<file path="config.mk">
export PLATFORM = sky130hd
export DESIGN_NAME = branch_issue_arbiter
export DESIGN_NICKNAME = d
export VERILOG_FILES = /design/src/rtl/branch_issue_arbiter.sv
export SDC_FILE = /design/constraint.sdc
export NUM_CORES = 1
export LEC_CHECK = 0
export ABC_AREA = 1
export CAP_MARGIN = 20
export CORE_AREA = 3 3 267 269
export DETAILED_ROUTE_END_ITERATION = 12
export DIE_AREA = 0 0 270 272
export SYNTH_ARGS = -nofsm -noshare
export SYNTH_HDL_FRONTEND = slang
export SYNTH_SLANG_ARGS = --single-unit
</file>
<file path="constraint.sdc">
create_clock -name clock -period 8.2 [get_ports clock]
set_input_delay 1.64 -clock clock [delete_from_list [all_inputs] [get_ports clock]]
set_output_delay 1.64 -clock clock [all_outputs]
set_load 0.02 [all_outputs]
</file>
<file path="src/rtl/branch_issue_arbiter.sv">
// Branch issue arbiter: round-robin selection of one branch RS request per
// cycle into a single issue register feeding the branch functional unit.
// Mispredict squashes kill matching requests and the held packet; resolves
// clear branch-mask bits of surviving packets.
module branch_issue_arbiter #(
  parameter int NUM_REQ   = 4,
  parameter int PAYLOAD_W = 128,
  parameter int BMASK_W   = 4,
  parameter int CNT_W     = 16
) (
  input  logic                           clock,
  input  logic                           reset,
  input  logic [NUM_REQ-1:0]             req_valid,
  input  logic [NUM_REQ*BMASK_W-1:0]     req_bmask,
  input  logic [NUM_REQ*PAYLOAD_W-1:0]   req_payload,
  output logic [NUM_REQ-1:0]             req_grant,
  input  logic                           fu_ready,
  output logic                           issue_valid,
  output logic [BMASK_W-1:0]             issue_bmask,
  output logic [PAYLOAD_W-1:0]           issue_payload,
  input  logic                           squash_valid,
  input  logic [BMASK_W-1:0]             squash_mask,
  input  logic                           resolve_valid,
  input  logic [BMASK_W-1:0]             resolve_mask,
  output logic [CNT_W-1:0]               stall_cycles
);

  localparam int IDX_W = (NUM_REQ > 1) ? $clog2(NUM_REQ) : 1;

  // Control state: round-robin pointer, issue-register valid, stall counter.
  logic [IDX_W-1:0]     rr_ptr_p0;
  logic                 vld_p1;
  logic [CNT_W-1:0]     stall_p1;

  // Data state: the held branch packet.
  logic [BMASK_W-1:0]   bmask_p1;
  logic [PAYLOAD_W-1:0] payload_p1;

  // Per-cycle decode.
  logic [BMASK_W-1:0]   clr;
  logic                 held_hit;
  logic                 can_load;
  logic [NUM_REQ-1:0]   eligible;
  logic                 found;
  logic [IDX_W-1:0]     winner;
  logic [IDX_W-1:0]     scan_idx;
  logic                 grant_any;
  logic [BMASK_W-1:0]   win_bmask;
  logic [PAYLOAD_W-1:0] win_payload;

  // A mask is killed when any of its checkpoints is being squashed.
  function automatic logic sq_hit(input logic               sv,
                                  input logic [BMASK_W-1:0] sm,
                                  input logic [BMASK_W-1:0] m);
    return sv && (|(m & sm));
  endfunction

  // Saturating increment: the counter sticks at its all-ones value.
  function automatic logic [CNT_W-1:0] sat_inc(input logic [CNT_W-1:0] c);
    return (&c) ? c : c + CNT_W'(1);
  endfunction

  // Squash/resolve decode and per-requester eligibility.
  always_comb begin
    clr      = resolve_valid ? resolve_mask : '0;
    held_hit = sq_hit(squash_valid, squash_mask, bmask_p1);
    can_load = !vld_p1 || fu_ready || held_hit;
    eligible = '0;
    for (int i = 0; i < NUM_REQ; i++) begin
      eligible[i] = req_valid[i] &&
                    !sq_hit(squash_valid, squash_mask, req_bmask[i*BMASK_W +: BMASK_W]);
    end
  end

  // Round-robin scan starting at rr_ptr; index arithmetic wraps since NUM_REQ is a power of 2.
  always_comb begin
    found    = 1'b0;
    winner   = '0;
    scan_idx = '0;
    for (int k = 0; k < NUM_REQ; k++) begin
      scan_idx = rr_ptr_p0 + IDX_W'(k);
      if (!found && eligible[scan_idx]) begin
        found  = 1'b1;
        winner = scan_idx;
      end
    end
  end

  // Grant is combinational and suppressed entirely while reset is asserted.
  always_comb begin
    grant_any   = can_load && found && !reset;
    req_grant   = grant_any ? (NUM_REQ'(1) << winner) : '0;
    win_bmask   = req_bmask[int'(winner)*BMASK_W +: BMASK_W];
    win_payload = req_payload[int'(winner)*PAYLOAD_W +: PAYLOAD_W];
  end

  // Round-robin pointer advances past the winner on every grant.
  always_ff @(posedge clock) begin
    if (reset) begin
      rr_ptr_p0 <= '0;
    end else if (grant_any) begin
      rr_ptr_p0 <= winner + IDX_W'(1);
    end
  end

  // --- stage p1: issue register (load winner, drain, or hold with resolve clear) ---
  // Squash is folded into can_load first, so resolve only ever touches survivors.
  always_ff @(posedge clock) begin
    if (reset) begin
      vld_p1     <= 1'b0;
      bmask_p1   <= '0;
      payload_p1 <= '0;
    end else if (can_load) begin
      vld_p1 <= found;
      if (found) begin
        bmask_p1   <= win_bmask & ~clr;
        payload_p1 <= win_payload;
      end
    end else begin
      bmask_p1 <= bmask_p1 & ~clr;
    end
  end

  // Stall counter: live, unsquashed packet that the FU is not taking.
  always_ff @(posedge clock) begin
    if (reset) begin
      stall_p1 <= '0;
    end else if (vld_p1 && !fu_ready && !held_hit) begin
      stall_p1 <= sat_inc(stall_p1);
    end
  end

  assign issue_valid   = vld_p1;
  assign issue_bmask   = bmask_p1;
  assign issue_payload = payload_p1;
  assign stall_cycles  = stall_p1;

endmodule

</file>
==> results of run 1 <==
==> cell usage in the layout, fill, tap and decap left out, types with 3 or more instances in the layout <==
cell / netlist / routed
sky130_fd_sc_hd__clkinvlp_4: 0 / 3
sky130_fd_sc_hd__nand3_1: 155 / 155
sky130_fd_sc_hd__dfxtp_1: 151 / 151
sky130_fd_sc_hd__nor3_1: 7 / 7
sky130_fd_sc_hd__clkinv_4: 0 / 3
sky130_fd_sc_hd__clkbuf_16: 0 / 17
sky130_fd_sc_hd__nand2_2: 5 / 4
sky130_fd_sc_hd__clkdlybuf4s50_1: 0 / 696
sky130_fd_sc_hd__o21a_1: 6 / 6
sky130_fd_sc_hd__o211ai_1: 128 / 128
sky130_fd_sc_hd__nor2_1: 530 / 530
sky130_fd_sc_hd__nand2_1: 191 / 191
sky130_fd_sc_hd__inv_1: 177 / 177
sky130_fd_sc_hd__or2_0: 113 / 113
sky130_fd_sc_hd__nor4_1: 3 / 3
sky130_fd_sc_hd__buf_4: 3 / 10
sky130_fd_sc_hd__nand3_2: 3 / 3
sky130_fd_sc_hd__inv_6: 0 / 4
sky130_fd_sc_hd__o21ai_1: 54 / 54
sky130_fd_sc_hd__ha_1: 5 / 5
sky130_fd_sc_hd__a21oi_1: 20 / 20
sky130_fd_sc_hd__o21ai_0: 93 / 93
sky130_fd_sc_hd__or2_1: 15 / 15
sky130_fd_sc_hd__nand4_1: 13 / 13
sky130_fd_sc_hd__inv_8: 0 / 4
==> worst paths after layout <==
kind | startpoint | to | cells past startpoint
worst max-delay path | squash_mask[1] | req_grant[1] | 13
worst min-delay path | stall_cycles[4] | stall_cycles[4] | 1
worst max register to register | rr_ptr_p0[0] | issue_payload[38] | 13
worst min register to register | stall_cycles[4] | stall_cycles[4] | 1
==> per-layer routing <==
metal | vias to the layer above | GRT usage | part of all wire
met5 | - | 0 | 0.00051
met4 | 4 | 0.05952 | 0.036
met3 | 69 | 0.04942 | 0.082
met2 | 538 | 0.2342 | 0.48
met1 | 6112 | 0.1554 | 0.40
li1 | 7026 | - | -
==> cells by family after synthesis <==
group                    count (synthesis)
AND/OR/NAND/NOR                       1040
buffers and inverters                  313
AO/OA/AOI/OAI                          309
flip-flops                             151
adder cells (fa/ha/maj)                  5
XOR/XNOR                                 2
==> worst max-delay path: stages <==
cell and delay, ns:
sky130_fd_sc_hd__clkdlybuf4s50_1 0.51, sky130_fd_sc_hd__nand2_1 0.10, sky130_fd_sc_hd__nand2_1 0.06, sky130_fd_sc_hd__o21ai_2 0.19
sky130_fd_sc_hd__nand3_1 0.15, sky130_fd_sc_hd__nand3_1 0.13, sky130_fd_sc_hd__nand2_2 0.10, sky130_fd_sc_hd__nand4_1 0.42
sky130_fd_sc_hd__nand2_1 0.26, sky130_fd_sc_hd__inv_8 0.33, sky130_fd_sc_hd__nand2_1 0.31, sky130_fd_sc_hd__nor2_1 0.22
sky130_fd_sc_hd__clkdlybuf4s50_1 0.63
==> through the flow <==
stage,power (W),instances,cell area (µm²)
after CTS,0.007470,3359,19080
after floorplan,0.004897,1820,10940
after global placement,0.006609,3327,18520
after global routing,0.008083,3360,19080
after detailed placement,0.006633,3327,18520
final,0.007334,3361,19080
==> cell type report <==
cell class              count  area (µm²)
fillers                  7656       49750
repair buffers            708        7082
multi-input cells        1356        6556
flip-flops and latches    151        3023
well taps                 931        1165
inverters                 181       694.4
clock buffers              18       439.2
clock inverters            14       116.4
diodes                      2       5.005
==> registers in the layout, indices dropped and copies added (netlist names) <==
signal,cells
issue_valid,1
stall_cycles,16
issue_bmask,4
issue_payload,128
rr_ptr_p0,2
==> report_power, final <==
group	internal, W	switching [W]
combinational	0.00197	0.00340
sequential	0.00103	0.000157
clock	0.000403	0.000381
total	0.00340	0.00394
==> results by group, run 1 <==
Setup path
  – Crit path arrival time: around 5.1 ns
  – Worst-path fanout max: 62
  – Req. time, crit path: approximately 6.6 ns
  – Startpoint Class: input pin
  – Worst-case register-to-register setup slack: roughly 4 ns
  – Nature of the critical path endpoint: output port
  – Critical path start-end classification: in -> out

Route
  – Count of routing violations after the opening detailed-route iteration: 656
  – Routed wirelength normalized by instance count: between 15 and 20 µm
  – Total via count after detailed routing: 13750
  – DRC violation count after routing: 0
  – Post-route ant nets: 0
  – Length of the first detailed-routing pass in iterations: 4
  – Routed WL: 53.17 mm
  – Routed via count divided by cell count: ~4

GRT
  – Total global-route track usage: 0.1377
  – Maximum number of pins on one net before global-route repair: about 180
  – Wire length of the first global-routing pass: 78.48 mm
  – Overall overflow remaining after global route: 0
  – Via count of the first global-routing pass: 13250
  – Antenna violations before repair: 5

Placement
  – Gpl congestion: approximately 0.92
  – Number of port buffers: 697
  – DPL Wire Length: between 40 and 50 mm
  – Setup slack at placement: approximately 1.5 ns

Logic synthesis
  – Share of the synthesized area in compound gates (AO/OA/AOI/OAI): 0.1749
  – Leading cell types by count after synthesis: sky130_fd_sc_hd__nor2_1, sky130_fd_sc_hd__nand2_1, sky130_fd_sc_hd__inv_1, sky130_fd_sc_hd__nand3_1, sky130_fd_sc_hd__dfxtp_1
  – XOR/XNOR share of the synthesized area: 0.002286
  – Adder-cell share of the synthesized area: 0.005716
  – Count of different cell masters after synthesis: 36
  – Yosys synthesis warning count: 0
  – Post-synthesis cell area: 10940 µm²
  – Mux contribution to synthesized area: 0
  – Top cell type's share of synthesized area: 0.2762
  – Commonest register cell after synthesis: sky130_fd_sc_hd__dfxtp_1
  – Post-synth EDFFs: 0
  – Leading cell type by number of instances after synthesis: sky130_fd_sc_hd__nor2_1
  – Gate count after technology mapping: between 1500 and 2000
  – Fraction of synthesis flops using an asynchronous set or reset pin: 0
  – Number of synthesized register bits: approximately 150
  – Synth area leaders: sky130_fd_sc_hd__dfxtp_1, sky130_fd_sc_hd__nor2_1, sky130_fd_sc_hd__o211ai_1
  – Largest family of logic cells by synthesized area: simple AND/OR/NAND/NOR gates
  – Post-Synth Simple-Gate Area: 0.4149
  – Post-Syn Nets: 2370
  – Share of the yosys chip area belonging to registers: 0.2762
  – Cell type with the largest total area after synthesis: sky130_fd_sc_hd__dfxtp_1
  – Avg Inst Size Synth: around 6 µm²

Timing
  – Max Clk Rate: 0.1490 GHz
  – Skew final: approximately 0.019 ns
  – Final setup violation count: 0
  – Aggregate negative setup slack: 0 ns
  – Time the worst path needs with I/O delays and setup: between 6 and 7 ns
  – RSZ-0062 raised after global routing: no
  – Period utilization: 0.8185
  – Final Max Tran Viols: 0
  – Worst-margin pin slew: between 1 and 1.5 ns
  – Slack of the critical path: approximately 1.5 ns
  – Max-Slew Margin vs Limit: 0.2844
  – Hold violation total from the final report: 0
  – Final hold slack: 0.4911 ns

Layout
  – Final net count: a little under 3000
  – Fraction of layout cells with a size suffix above 1: 0.02595
  – Area growth, synth to finish: 74.35%
  – Util after Layout: 0.2772

CTS
  – Total CTS buffers: 17
  – Root buffer cell: sky130_fd_sc_hd__clkbuf_16
  – Post-CTS repair timing setup buffer count: 0
  – CTS tree: built
  – Worst-skew pair later-pin latency: about 0.47 ns
  – Clock slew seen by the registers of the worst setup and hold paths: approximately 0.070 ns
  – Gates resized, CTS repair: 0
  – Sinks on the clock net: approximately 150
  – Depth of the CTS H-tree: 4
  – CTS Hold Bufs: 0
  – Maximum count of clock buffers along a single path: 2

Power and ir drop
  – Maximum ir drop on the vdd rail: approximately 380 µV
  – Pleak: 7.980 nW
  – Cell Pwr Density: around 380 nW/µm²

Worst hold path
  – Class of the most critical hold timing path: reg -> reg

Flow run
  – Max-capacitance violation count: 0

Floorplan
  – Total core area: between 60000 and 70000 µm²
  – Num ports: roughly 700
  – Effective utilization at floorplan: 0.1590
  – Number of rows created at floorplan: 96
  – Die width: roughly 270 µm
  – Die H: 272 µm
  – DIE AREA: roughly 73000 µm²

Run status
  – Result of the run: finished clean
No activity file was read; power rests on OpenSTA's default activity.
==> inputs of run 2 (changes only) <==
Settings changed: CORE_AREA 3 3 267 269 to 3 3 269 271, DIE_AREA 0 0 270 272 to 0 0 272 274.
Clock period 8.2 ns to 6.5 ns, I/O delays scaled along.
==> results by group, run 2 (synthesized netlist as in run 1, its figures left out) <==
Flow run
  – Max-capacitance violation count: 0 (unchanged)

Layout
  – Area of combinational cells with multiple inputs: 6556 µm² (unchanged)
  – Count of fill cells added during filler insertion: 7830 (+2.3%)
  – Most used cells in the layout excluding fill and tap cells: sky130_fd_sc_hd__clkdlybuf4s50_1, sky130_fd_sc_hd__nor2_1, sky130_fd_sc_hd__nand2_1
  – Area occupied by registers: 3023 µm² (unchanged)
  – Final net count: 2968 (+0.10%)
  – Commonest non-fill, non-tap cell in the layout: sky130_fd_sc_hd__clkdlybuf4s50_1
  – Area growth, synth to finish: 74.69%
  – Fraction of layout cells with a size suffix above 1: 0.02674 (+0.0007907)
  – Number of flip-flops under the largest register name: 128 (unchanged)

Setup path
  – Req. time, crit path: 5.20 ns (-1.36 ns)
  – Worst-case register-to-register setup slack: 2.57 ns (-1.45 ns)
  – Crit path arrival time: 4.41 ns (-0.66 ns)
  – R2R Path Start: rr_ptr_p0[0]
  – Worst-path fanout max: 50 (-19%)
  – Startpoint Class: input pin
  – End of the worst register-to-register path: issue_payload[38]
  – Depth of the worst register-to-register path: 14 (+1)
  – Critical path start-end classification: in -> out
  – Nature of the critical path endpoint: output port

Worst hold path
  – Start point of the worst hold path: stall_cycles[4]
  – WHS Path Cells: 1 (unchanged)
  – Class of the most critical hold timing path: reg -> reg
  – Hold Path Sink: stall_cycles[4]

GRT
  – Via count of the first global-routing pass: 13040 (-1.6%)
  – Maximum number of pins on one net before global-route repair: 178 (+1.7%)
  – Antenna violations before repair: 2 (-3)
  – Overall overflow remaining after global route: 0 (unchanged)
  – Total global-route track usage: 0.1359 (-0.001781)
  – Wire length of the first global-routing pass: 78.06 mm (-0.54%)

Placement
  – Gpl congestion: 0.8987 (-2.6%)
  – DPL Wire Length: 41.16 mm (+1.9%)
  – Number of port buffers: 697 (unchanged)

Route
  – Length of the first detailed-routing pass in iterations: 5 (+1)
  – DRC violation count after routing: 0 (unchanged)
  – Post-route ant nets: 0 (unchanged)
  – Routed wirelength normalized by instance count: 15.90 µm (+0.49%)
  – Total via count after detailed routing: 13710 (-0.30%)
  – Count of routing violations after the opening detailed-route iteration: 709 (+8.1%)
  – Routed via count divided by cell count: 4.065 (-0.62%)
  – Routed WL: 53.61 mm (+0.82%)

Timing
  – Period utilization: 0.8780
  – RSZ-0062 raised after global routing: no
  – Skew final: 0.01470 ns (-0.003955 ns)
  – Hold violation total from the final report: 0 (unchanged)
  – Final Max Tran Viols: 0 (unchanged)
  – Max-Slew Margin vs Limit: 0.3132 (+0.02875)
  – Time the worst path needs with I/O delays and setup: between 5 and 6 ns
  – Worst-margin pin slew: 1.030 ns (-0.04312 ns)
  – Aggregate negative setup slack: 0 ns (unchanged)
  – Max Clk Rate: between 0.15 and 0.2 GHz
  – Final setup violation count: 0 (unchanged)

Power and ir drop
  – Cell Pwr Density: 481.6 nW/µm² (+25%)
  – Maximum ir drop on the vdd rail: 343.1 µV (-10%)
  – Overall Power: 0.009208 W (+26%)
  – Pleak: 7.995 nW (+0.19%)

CTS
  – Maximum count of clock buffers along a single path: 2 (unchanged)
  – Post-CTS repair timing setup buffer count: 0 (unchanged)
  – Gates resized, CTS repair: 0 (unchanged)
  – Worst-skew pair later-pin latency: 0.47 ns (about the same)
  – Depth of the CTS H-tree: 4 (unchanged)
  – CTS tree: built
  – CTS Hold Bufs: 0 (unchanged)
  – Clock slew seen by the registers of the worst setup and hold paths: 0.08 ns (about the same)
  – Sinks on the clock net: 151 (unchanged)
  – Total CTS buffers: 17 (unchanged)
  – Root buffer cell: sky130_fd_sc_hd__clkbuf_16

Floorplan
  – Total core area: 70030 µm² (+1.7%)
  – Die H: 274 µm (+0.74%)
  – Die width: 272 µm (+0.74%)
  – Number of rows created at floorplan: 97 (+1.0%)
  – DIE AREA: 74530 µm² (+1.5%)
  – Effective utilization at floorplan: 0.1563 (-0.002730)
  – Num ports: 698 (unchanged)

Run status
  – Result of the run: finished clean
-- run 2: cell types whose count changed in the layout (fill, tap and decap cells not counted), sizes merged --
cell / delta
buf: +3
inv: -2
bufinv: +1
clkbuf: +1
clkinv: -1
clkinvlp: +1
diode: -1
-- run 2: through the flow --
step | setup slack (ns) | cells | cell area, µm² | util | hold slack, ns
finish | 0.7932 | 3372 | 19120 | 0.2730 | 0.4905
global route | 0.5693 | 3372 | 19120 | 0.2730 | 0.5120
CTS | 0.7910 | 3371 | 19120 | 0.2730 | 0.4921
detailed placement | 0.8108 | 3339 | 18550 | 0.2650 | 0.4708
global placement | 0.8295 | 3339 | 18550 | 0.2650 | 0.4627
floorplan | 2.045 | 1820 | 10940 | - | 0.5360
-- run 2: worst max-delay path, cell delays in order --
cell and delay [ns]:
sky130_fd_sc_hd__clkdlybuf4s50_1 0.61, sky130_fd_sc_hd__nand2_1 0.09, sky130_fd_sc_hd__nand2_1 0.08, sky130_fd_sc_hd__o21ai_1 0.09
sky130_fd_sc_hd__nand3_1 0.13, sky130_fd_sc_hd__nand3_1 0.14, sky130_fd_sc_hd__o21ai_4 0.13, sky130_fd_sc_hd__nand4_1 0.12
sky130_fd_sc_hd__nand3_1 0.19, sky130_fd_sc_hd__nand2_8 0.25, sky130_fd_sc_hd__inv_1 0.30, sky130_fd_sc_hd__ha_1 0.19
sky130_fd_sc_hd__inv_1 0.04, sky130_fd_sc_hd__nor2_1 0.09, sky130_fd_sc_hd__clkdlybuf4s50_1 0.63
-- run 2: report_power, final --
part	total, W	internal [W]	switching (W)
sequential	0.00149	0.00130	0.000191
combinational	0.00671	0.00249	0.00423
clock	0.00101	0.000539	0.000466
-- run 2: routing by layer --
| metal | vias to the layer above | global-route usage | share of wire |
|---|---|---|---|
| met5 | - | 0 | 0.00024 |
| met4 | 2 | 0.04787 | 0.027 |
| met2 | 516 | 0.2355 | 0.48 |
| met3 | 49 | 0.04708 | 0.086 |
| met1 | 6098 | 0.1550 | 0.40 |
| li1 | 7043 | - | - |
-- run 2: area by class of cell --
cell class              instances  area share
diodes                          1   0.0001309
clock buffers                  19     0.02317
inverters                     181     0.03632
well taps                     940     0.06152
multi-input cells            1356      0.3429
clock inverters                13    0.006217
repair buffers                711      0.3716
flip-flops and latches        151      0.1581
-- run 2: how the worst max path moves through the flow --
stage	from	to	slack (ns)	cells after the start
after detailed placement	req_bmask[1]	req_grant[2]	0.81	15
after CTS	req_bmask[1]	req_grant[2]	0.79	15
after floorplan	req_bmask[9]	req_grant[1]	2.05	16
after global placement	req_bmask[1]	req_grant[2]	0.83	15
after global routing	req_bmask[1]	req_grant[3]	0.57	15
final	req_bmask[1]	req_grant[2]	0.79	15
==> inputs of run 3 (changes only) <==
Settings changed: CORE_AREA 3 3 269 271 to 4 4 270 272, DIE_AREA 0 0 272 274 to 0 0 274 276.
==> results by group, run 3 (synthesized netlist as in run 1, its figures left out) <==
Run status
  – Result of the run: finished clean

Setup path
  – Most Frequent Cell on Critical Path: sky130_fd_sc_hd__nand2_1
  – R2R Path Start: rr_ptr_p0[0]
  – Buffering stage count on the worst path with inverters included: 3 (-1)
  – Worst-path fanout max: 43 (-14%)
  – Critical path, cell by cell: clkdlybuf4s50_1 -> nand2_1 -> nand2_1 -> o21ai_1 -> nand3_1 -> nand3_1 -> o21ai_4 -> nand4_1 -> nand2_1 -> inv_8 -> nand2_1 -> nor2_1 -> clkdlybuf4s50_1
  – Timing startpoint of the critical path: squash_mask[0]
  – Slowest stage cell on the critical path: sky130_fd_sc_hd__clkdlybuf4s50_1
  – Nature of the critical path endpoint: output port
  – Crit path to: req_grant[3]
  – Depth of the worst register-to-register path: 13 (-1)
  – Startpoint Class: input pin
  – Slowest cell delay on critical path: 0.69 ns (+0.06 ns)
  – Worst-case register-to-register setup slack: 2.42 ns (-0.15 ns)
  – End of the worst register-to-register path: issue_payload[38]
  – Instance count on the critical path: 13 (-2)
  – Critical path start-end classification: in -> out
  – Req. time, crit path: 5.20 ns (about the same)
  – Gate family responsible for the most delay along the worst path: simple AND/OR/NAND/NOR gates
  – Crit path arrival time: 4.59 ns (+0.18 ns)

Route
  – Total via count after detailed routing: 13630 (-0.55%)
  – Count of routing violations after the opening detailed-route iteration: 564 (-20%)
  – Routed wirelength normalized by instance count: 15.46 µm (-2.7%)
  – Routed WL: 52.26 mm (-2.5%)
  – Routed via count divided by cell count: 4.033 (-0.78%)
  – Post-route ant nets: 0 (unchanged)
  – DRC violation count after routing: 0 (unchanged)
  – Length of the first detailed-routing pass in iterations: 5 (unchanged)

Timing
  – Aggregate negative setup slack: 0 ns (unchanged)
  – Worst-margin pin slew: 0.9861 ns (-0.04416 ns)
  – Final Max Tran Viols: 0 (unchanged)
  – Max-Slew Margin vs Limit: 0.3426 (+0.02944)
  – Time the worst path needs with I/O delays and setup: 5.893 ns (+0.1864 ns)
  – RSZ-0062 raised after global routing: no
  – Hold violation total from the final report: 0 (unchanged)
  – Skew final: 0.01434 ns (-0.0003666 ns)
  – Final hold slack: 0.4910 ns (+0.0005750 ns)
  – Final setup violation count: 0 (unchanged)
  – Period utilization: 0.9066 (+0.02868)
  – Max Clk Rate: 0.1697 GHz (-3.2%)

Power and ir drop
  – Sw frac: 0.5317 (+0.001331)
  – Pleak: 7.989 nW (about the same)
  – Proportion of power drawn by the clock network: 0.110 (about the same)
  – Relative contribution of combinational cells to total power: 0.728 (about the same)
  – Internal power: 0.004327 W (about the same)
  – Net switching power figure: 0.004913 W (+0.61%)
  – Cell Pwr Density: 483.0 nW/µm² (+0.29%)
  – Sequential power share: 0.162 (about the same)
  – Maximum ir drop on the vdd rail: 430.4 µV (+25%)

Layout
  – Number of diodes: 0 (-1)
  – Commonest non-fill, non-tap cell in the layout: sky130_fd_sc_hd__clkdlybuf4s50_1
  – Area growth, synth to finish: 74.81% (about the same)
  – Most used cells in the layout excluding fill and tap cells: sky130_fd_sc_hd__clkdlybuf4s50_1, sky130_fd_sc_hd__nor2_1, sky130_fd_sc_hd__nand2_1
  – Number of flip-flops under the largest register name: 128 (unchanged)
  – Fraction of layout cells with a size suffix above 1: 0.02634 (-0.0004005)
  – Final net count: 2967 (-0.034%)

CTS
  – Gates resized, CTS repair: 0 (unchanged)
  – Sinks on the clock net: 151 (unchanged)
  – Depth of the CTS H-tree: 4 (unchanged)
  – Clock slew seen by the registers of the worst setup and hold paths: 0.07 ns (about the same)
  – Post-CTS repair timing setup buffer count: 0 (unchanged)
  – CTS tree: built
  – Root buffer cell: sky130_fd_sc_hd__clkbuf_16
  – Worst-skew pair later-pin latency: 0.47 ns (about the same)
  – CTS Hold Bufs: 0 (unchanged)
  – Maximum count of clock buffers along a single path: 2 (unchanged)
  – Total CTS buffers: 17 (unchanged)

Floorplan
  – Number of rows created at floorplan: 98 (+1.0%)
  – Die width: 274 µm (+0.74%)
  – Effective utilization at floorplan: 0.1547 (-0.001595)
  – Num ports: 698 (unchanged)
  – DIE AREA: 75620 µm² (+1.5%)
  – Die H: 276 µm (+0.73%)
  – Total core area: 70750 µm² (+1.0%)

GRT
  – Antenna violations before repair: 0 (-2)
  – Via count of the first global-routing pass: 13320 (+2.2%)
  – Wire length of the first global-routing pass: 77.42 mm (-0.82%)
  – Maximum number of pins on one net before global-route repair: 175 (-1.7%)
  – Overall overflow remaining after global route: 0 (unchanged)
  – Total global-route track usage: 0.1312 (-0.004784)

Flow run
  – Max-capacitance violation count: 0 (unchanged)

Placement
  – Number of port buffers: 697 (unchanged)
  – DPL Wire Length: 39.73 mm (-3.5%)
  – Gpl congestion: 0.8419 (-6.3%)

Worst hold path
  – Class of the most critical hold timing path: reg -> reg
[run 3: changes by cell type in the layout (fill, tap and decap cells not counted), sizes merged]
cell and delta:
buf -1, clkinvlp +1, clkbuf +1, clkinv -2
diode -1
[run 3: layout make-up]
class,instances,area (µm²)
well taps,950,1189
clock inverters,12,116.4
clock buffers,20,456.7
repair buffers,710,7097
fillers,7899,51620
flip-flops and latches,151,3023
multi-input cells,1356,6556
inverters,181,694.4
[run 3: layer usage]
layer | vias to the layer above | wire length (µm) | GRT usage
met2 | 525 | 24010 | 0.2209
met3 | 68 | 4650 | 0.04374
met5 | - | 0 | 0
li1 | 7040 | - | -
met4 | 0 | 1932 | 0.05701
met1 | 6000 | 21660 | 0.1511
[run 3: how the worst min path moves through the flow]
| stage | start | end | slack (ns) | cells past startpoint |
|---|---|---|---|---|
| 2_1_floorplan | stall_cycles[4] | stall_cycles[4] | 0.54 | 1 |
| 3_3_place_gp | stall_cycles[4] | stall_cycles[4] | 0.46 | 1 |
| 3_5_place_dp | stall_cycles[4] | stall_cycles[4] | 0.48 | 1 |
| 4_1_cts | stall_cycles[4] | stall_cycles[4] | 0.49 | 1 |
| 5_1_grt | stall_cycles[4] | stall_cycles[4] | 0.51 | 1 |
| 6_report | stall_cycles[4] | stall_cycles[4] | 0.49 | 1 |
[run 3: power by group through the flow]
stage	logic [W]	registers (W)	clock network, W
CTS	0.00683	0.00151	0.00108
finish	0.00673	0.00150	0.00101
global route	0.00756	0.00155	0.00111
detailed placement	0.00680	0.00152	0
global placement	0.00679	0.00151	0
floorplan	0.00428	0.00189	0
[run 3: stage by stage]
stage	power, W	setup WS (ns)	cells	instance area, µm²	util
floorplan	0.006178	2.045	1820	10940	-
global placement	0.008303	0.6028	3348	18560	0.2623
detailed placement	0.008324	0.5320	3348	18560	0.2623
CTS	0.009423	0.5277	3380	19130	0.2704
global route	0.01022	0.3069	3380	19130	0.2704
finish	0.009241	0.6068	3380	19130	0.2704
[run 3: worst reg2reg max path, stage by stage (launching register included)]
cell and delay (ns):
sky130_fd_sc_hd__dfxtp_1 0.58, sky130_fd_sc_hd__inv_2 0.17, sky130_fd_sc_hd__nand3_2 0.14, sky130_fd_sc_hd__nand2_2 0.09, sky130_fd_sc_hd__o21ai_4 0.22, sky130_fd_sc_hd__nand4_1 0.46, sky130_fd_sc_hd__nand3_4 0.35, sky130_fd_sc_hd__buf_12 0.47
sky130_fd_sc_hd__buf_4 0.81, sky130_fd_sc_hd__or2_1 0.21, sky130_fd_sc_hd__o211ai_1 0.25, sky130_fd_sc_hd__nand3_1 0.17, sky130_fd_sc_hd__nand2_1 0.06, sky130_fd_sc_hd__inv_1 0.05
